--- src/rtl/rc4_prga_decrypt.sv ---
// -----------------------------------------------------------------------------
// rc4_prga_decrypt
//   RC4 keystream generator (PRGA) plus decrypt stage. It runs after the key
//   schedule has filled s_memory for one candidate key. Each ciphertext byte
//   from e_memory is XORed with the keystream and the result is written to
//   d_memory. Every plaintext byte is also checked to be lowercase 'a'..'z'
//   or space, so the key-search controller can accept or reject the key from
//   pass/done.
//
// Ports
//   clk            system clock
//   reset          synchronous active-high reset
//   start          level start; only looked at in IDLE and DONE
//   done, pass     done is high while in DONE; pass is valid when done=1
//   s_addr/s_data/s_wren/s_q   s_memory port (s_q has 1-cycle read latency)
//   e_addr/e_q                 ciphertext memory (e_q has 1-cycle latency)
//   d_addr/d_data/d_wren       plaintext memory write port
//
// State table
//   IDLE    | waiting for start
//   RD_I    | i <= i+1, present s_addr = i+1
//   LATCH_I | si <= s[i], j <= j + s[i]
//   RD_J    | present s_addr = j
//   LATCH_J | sj <= s[j]
//   WR_I    | s[i] <= sj
//   WR_J    | s[j] <= si
//   RD_F    | present s_addr = si + sj
//   LATCH_F | f <= keystream byte, c <= ciphertext byte
//   WR_D    | write f^c to d[k], check it, advance or finish
//   DONE    | done=1, pass held; start restarts
// -----------------------------------------------------------------------------
module rc4_prga_decrypt #(
  parameter int MSG_LEN  = 32,
  parameter int ADDR_W   = 5,
  parameter bit CHECK_EN = 1'b1
) (
  input  logic              clk,
  input  logic              reset,
  input  logic              start,
  output logic              done,
  output logic              pass,
  output logic [7:0]        s_addr,
  output logic [7:0]        s_data,
  output logic              s_wren,
  input  logic [7:0]        s_q,
  output logic [ADDR_W-1:0] e_addr,
  input  logic [7:0]        e_q,
  output logic [ADDR_W-1:0] d_addr,
  output logic [7:0]        d_data,
  output logic              d_wren
);

  localparam logic [3:0] IDLE    = 4'd0;
  localparam logic [3:0] RD_I    = 4'd1;
  localparam logic [3:0] LATCH_I = 4'd2;
  localparam logic [3:0] RD_J    = 4'd3;
  localparam logic [3:0] LATCH_J = 4'd4;
  localparam logic [3:0] WR_I    = 4'd5;
  localparam logic [3:0] WR_J    = 4'd6;
  localparam logic [3:0] RD_F    = 4'd7;
  localparam logic [3:0] LATCH_F = 4'd8;
  localparam logic [3:0] WR_D    = 4'd9;
  localparam logic [3:0] DONE    = 4'd10;

  localparam logic [ADDR_W-1:0] K_LAST = ADDR_W'(MSG_LEN - 1);

  logic [3:0]        r_state;
  logic [7:0]        r_i;
  logic [7:0]        r_j;
  logic [ADDR_W-1:0] r_k;
  logic [7:0]        r_si;
  logic [7:0]        r_sj;
  logic [7:0]        r_f;
  logic [7:0]        r_c;
  logic              r_pass;

  logic [7:0]        w_pt;
  logic              w_valid;

  assign w_pt    = r_f ^ r_c;
  assign w_valid = (w_pt == 8'h20) || ((w_pt >= 8'h61) && (w_pt <= 8'h7A));

  always_ff @(posedge clk) begin
    if (reset) begin
      r_state <= IDLE;
      r_i     <= 8'd0;
      r_j     <= 8'd0;
      r_k     <= '0;
      r_si    <= 8'd0;
      r_sj    <= 8'd0;
      r_f     <= 8'd0;
      r_c     <= 8'd0;
      r_pass  <= 1'b0;
    end else begin
      case (r_state)
        IDLE, DONE: begin
          if (start) begin
            r_i     <= 8'd0;
            r_j     <= 8'd0;
            r_k     <= '0;
            r_pass  <= 1'b0;
            r_state <= RD_I;
          end
        end
        RD_I: begin
          r_i     <= r_i + 8'd1;
          r_state <= LATCH_I;
        end
        LATCH_I: begin
          r_si    <= s_q;
          r_j     <= r_j + s_q;
          r_state <= RD_J;
        end
        RD_J:    r_state <= LATCH_J;
        LATCH_J: begin
          r_sj    <= s_q;
          r_state <= WR_I;
        end
        WR_I:    r_state <= WR_J;
        WR_J:    r_state <= RD_F;
        RD_F:    r_state <= LATCH_F;
        LATCH_F: begin
          r_f     <= s_q;
          r_c     <= e_q;
          r_state <= WR_D;
        end
        WR_D: begin
          if (!w_valid && CHECK_EN) begin
            r_pass  <= 1'b0;
            r_state <= DONE;
          end else if (r_k == K_LAST) begin
            r_pass  <= 1'b1;
            r_state <= DONE;
          end else begin
            r_k     <= r_k + 1'b1;
            r_state <= RD_I;
          end
        end
        default: r_state <= IDLE;
      endcase
    end
  end

  // Memory controls decode straight from state so the address sits on the
  // bus during the state that names it and data returns one state later.
  always_comb begin
    s_addr = 8'd0;
    s_data = 8'd0;
    s_wren = 1'b0;
    d_data = 8'd0;
    d_wren = 1'b0;
    case (r_state)
      RD_I: s_addr = r_i + 8'd1;
      RD_J: s_addr = r_j;
      WR_I: begin
        s_addr = r_i;
        s_data = r_sj;
        s_wren = 1'b1;
      end
      WR_J: begin
        s_addr = r_j;
        s_data = r_si;
        s_wren = 1'b1;
      end
      RD_F: s_addr = r_si + r_sj;
      WR_D: begin
        d_data = w_pt;
        d_wren = 1'b1;
      end
      default: ;
    endcase
  end

  assign e_addr = r_k;
  assign d_addr = r_k;
  assign done   = (r_state == DONE);
  assign pass   = r_pass;

endmodule
--- config.mk ---
export PLATFORM = sky130hd
export DESIGN_NAME = rc4_prga_decrypt
export DESIGN_NICKNAME = d
export VERILOG_FILES = /design/src/rtl/rc4_prga_decrypt.sv
export SDC_FILE = /design/constraint.sdc
export NUM_CORES = 1
export LEC_CHECK = 0
export BUFFER_PORTS_ARGS = -buffer_cell sky130_fd_sc_hd__buf_2
export CORE_MARGIN = 5
export CORE_UTILIZATION = 40
export CTS_CLUSTER_SIZE = 8
export DETAILED_ROUTE_END_ITERATION = 16
export PLACE_DENSITY = 0.69
export SLEW_MARGIN = 20
export SYNTH_ARGS = -nofsm -noshare
export SYNTH_HDL_FRONTEND = slang
export SYNTH_SLANG_ARGS = --single-unit
--- constraint.sdc ---
create_clock -name clk -period 2.32 [get_ports clk]
set_input_delay 0 -clock clk [delete_from_list [all_inputs] [get_ports clk]]
set_output_delay 0 -clock clk [all_outputs]
set_load 0.02 [all_outputs]
==> metrics.cfg <==
[pwr]
swShare_pct = 29.3
irDropWorstVdd_uv = 277
p_switching_uw = 691
powerDensity_mw_per_mm2 = 553
finalPower_uw = 2360
power.leakage_uw = 0.00176
pwr-share-comb_pct = 15.0
p_clk_share_pct = 39.9
power_frac_seq_pct = 45.1
p_int_uw = 1660

[floorplanning]
core-area_mm2 = 0.00864
die_h_um = 104
ios = 57
die_area_mm2 = 0.0108
rows = 34
fp.dieW_um = 104
start_util_pct = 40.8

[sta]
fin_crit_ns = 2.21
drv_slew = 0
finalHoldViolations = 0
maxSlewHeadroom_pct = 33.4
period_share_pct = 95.1
whs_ns = 0.208
tightest_slew_ns = 0.999
setup-violations-final = 0
clock.fmax_mhz = 453
fin_skew_ns = 0.00821
rsz0062_at_grt = false
setup_tns_ns = 0

[yosys]
ys_seq_area_share_pct = 33.0
async_reset_ff_share_pct = 0
netlist_instances = 442
avgSynthCellArea_um2 = 7.97
synth_edf_count = 0
synth_nets = 480
ys_ff_latch = 58
synth_top_area_cell = dfxtp_1
synthFlopType = dfxtp_1
yosysWarnings = 0
yosysUniqueCellTypes = 62
syn-cell-area_mm2 = 0.00352
synth.area.top_cells = dfxtp_1 (33%), nand2_1 (9.5%), a21oi_1 (6.8%), ha_1 (6.0%), xor2_1 (3.5%)
synth_top_area_share_pct = 33.0

[clock_network]
clockBufferDepth = 2
clock_sink_count = 58
clk_latency_ns = 0.34
cts_root_buffer = clkbuf_8
cts_tree = yes
clk_pin_slew_ns = 0.07
post_cts_buffers = 0
cts_buffers = 9
cts_max_level = 3

[worst_setup_path]
cp.required_ns = 2.32
r2r_slack_ns = 0.28
setup.worst_path.class = flip-flop to output pin
slowest_stage = dfxtp_1
path_max_fanout = 3
cp-start-kind = flip-flop
r2r_cells = 6
rr_endpoint = r_j[7]
cp.buffers_inverters = 1
worstPathArrival_ns = 2.21
regToRegStartpoint = r_j[1]
slowest_delay_ns = 0.39
crit_family = compound AO/OA/AOI/OAI gates
path_cells = ha_4 > a21o_1 > a211o_1 > a2111oi_4 > or4_1 > nand3_1 > buf_6
endpoint_kind = output pin

[global_route]
grt_overflow = 0
grt_max_degree = 56
grt_pass1_wl_um = 15500
grt_pass1_vias = 3117
grt_antenna_before_repair = 0
grt_usage_pct = 17.2

[route]
vias = 3338
drt-total-wl_um = 9270
firstDrtPassIters = 4
drtIter0Drc = 149
drc = 0
avgRoutedWirePerCell_um = 15.0
ant_nets = 0
via_per_inst = 5.40

[finish]
layout_commonest_cell = nand2_1
fillerInstances = 844
n_antenna_cell = 0
final_layout_size_suffix_gt1_share_pct = 19.2
final_area_mm2 = 0.00426
fin_nets = 543
layoutNonFillerInstCount = 618
regArea_mm2 = 0.00116
multiInputGateArea_mm2 = 0.00222
layout_common_cells = nand2_1 (89), dfxtp_1 (55), buf_2 (55), a21oi_1 (47), nor2_1 (23)
syn_to_final_growth_pct = 21.0

[worst_hold_path]
min_delay_path_depth = 5
hold_path_class = primary input to flip-flop
min_from = start
hold_end = r_state[1]

[placement]
gp_congestion = 0.925
numPortBuffers = 56
dp.cells = 586
dp_hpwl_um = 6870
dpl_cell_area_mm2 = 0.00386

[flow_run]
cap_viol_max_count = 0

[outcome]
status = complete, no violations

## per-layer routing
metal	share of wire, %	up-vias	GRT usage, %	wire [µm]
met4	2.1	0	7.12	199
met5	0	-	0	0
li1	-	1688	-	-
met3	3.8	16	2.61	351
met2	49	76	28.4	4540
met1	45	1558	22.2	4170
## power by group through the flow
stage | logic [µW] | registers (µW) | clock network [µW]
floorplan | 242 | 1070 | 0
global placement | 319 | 1080 | 0
detailed placement | 325 | 1080 | 0
CTS | 349 | 1060 | 953
global route | 391 | 1070 | 1000
finish | 353 | 1060 | 940
## sequential cells by signal, summed over array words and instances (netlist names)
name,flops
r_state,4
r_j,8
r_f,8
d_addr,5
r_i,8
r_c,8
r_si,8
r_sj,8
pass,1
## cells by family (layout without fill, tap and decap cells)
logic type,count (synthesis),count (layout),share of synthesized area (%)
muxes,9,9,2.70
adders and majority gates,20,20,7.46
and+or+nand+nor,175,175,23.0
AOI/OAI and AO/OA,118,118,22.6
xor gates and xnor gates,24,24,6.18
DFF,58,58,33.0
buffers and inverters,38,106,5.01
## Yosys cell counts, drive strengths merged (2+ instances only)
library cell,count
o2111ai,2
ha,17
nand3,12
nand2b,11
dfxtp,58
a211oi,3
o21ai,15
buf,13
mux2i,8
o211ai,2
xnor2,10
a21o,4
or4,2
fa,2
a311oi,3
a21oi,48
a22o,8
a221oi,2
nand2,89
and2,7
clkbuf,15
a2111oi,3
nor2,24
inv,10
a211o,2
nand3b,3
xor2,14
nor2b,3
a22oi,7
a31oi,4
nor3,10
o31ai,2
or3,3
and3,7
a221o,3
## final cells by class
| class | instances | share of cell area [%] |
|---|---|---|
| multi-input cells | 346 | 52.1 |
| flip-flops and latches | 58 | 27.3 |
| repair buffers | 80 | 11.9 |
| well taps | 108 | 3.17 |
| clock buffers | 10 | 2.99 |
| clock inverters | 6 | 1.59 |
| inverters | 10 | 0.881 |
## per-stage QoR
step | utilization, % | worst slack [ns]
after global placement | 44.7 | 0.325
after floorplan | - | 0.470
after CTS | 48.8 | 0.00894
after global routing | 49.3 | 0.00909
after detailed placement | 44.7 | 0.311
final | 49.3 | 0.114
## worst max-delay path by stage
stage                        from        end  cells past startpoint
after floorplan           r_si[1]  s_addr[7]                      6
after global placement    r_si[1]  s_addr[7]                      7
after detailed placement  r_si[1]  s_addr[7]                      7
after CTS                 r_si[1]  s_addr[7]                      7
after global routing      r_sj[1]  s_addr[7]                      7
final                     r_sj[1]  s_addr[7]                      7
## tightest hold or removal path, stage by stage
cell and delay (ns):
buf_2 0.15, o21ai_0 0.10, nand3_1 0.08, a21o_1 0.10
o31ai_1 0.06
## what timing repair did
action	in CTS	in global routing
gates resized for setup	3	10
endpoints found under the hold margin	32	0
endpoints found under the setup margin	3	4
hold buffers	16	0
pin swaps	0	5
(Power assumes the default switching activity.)
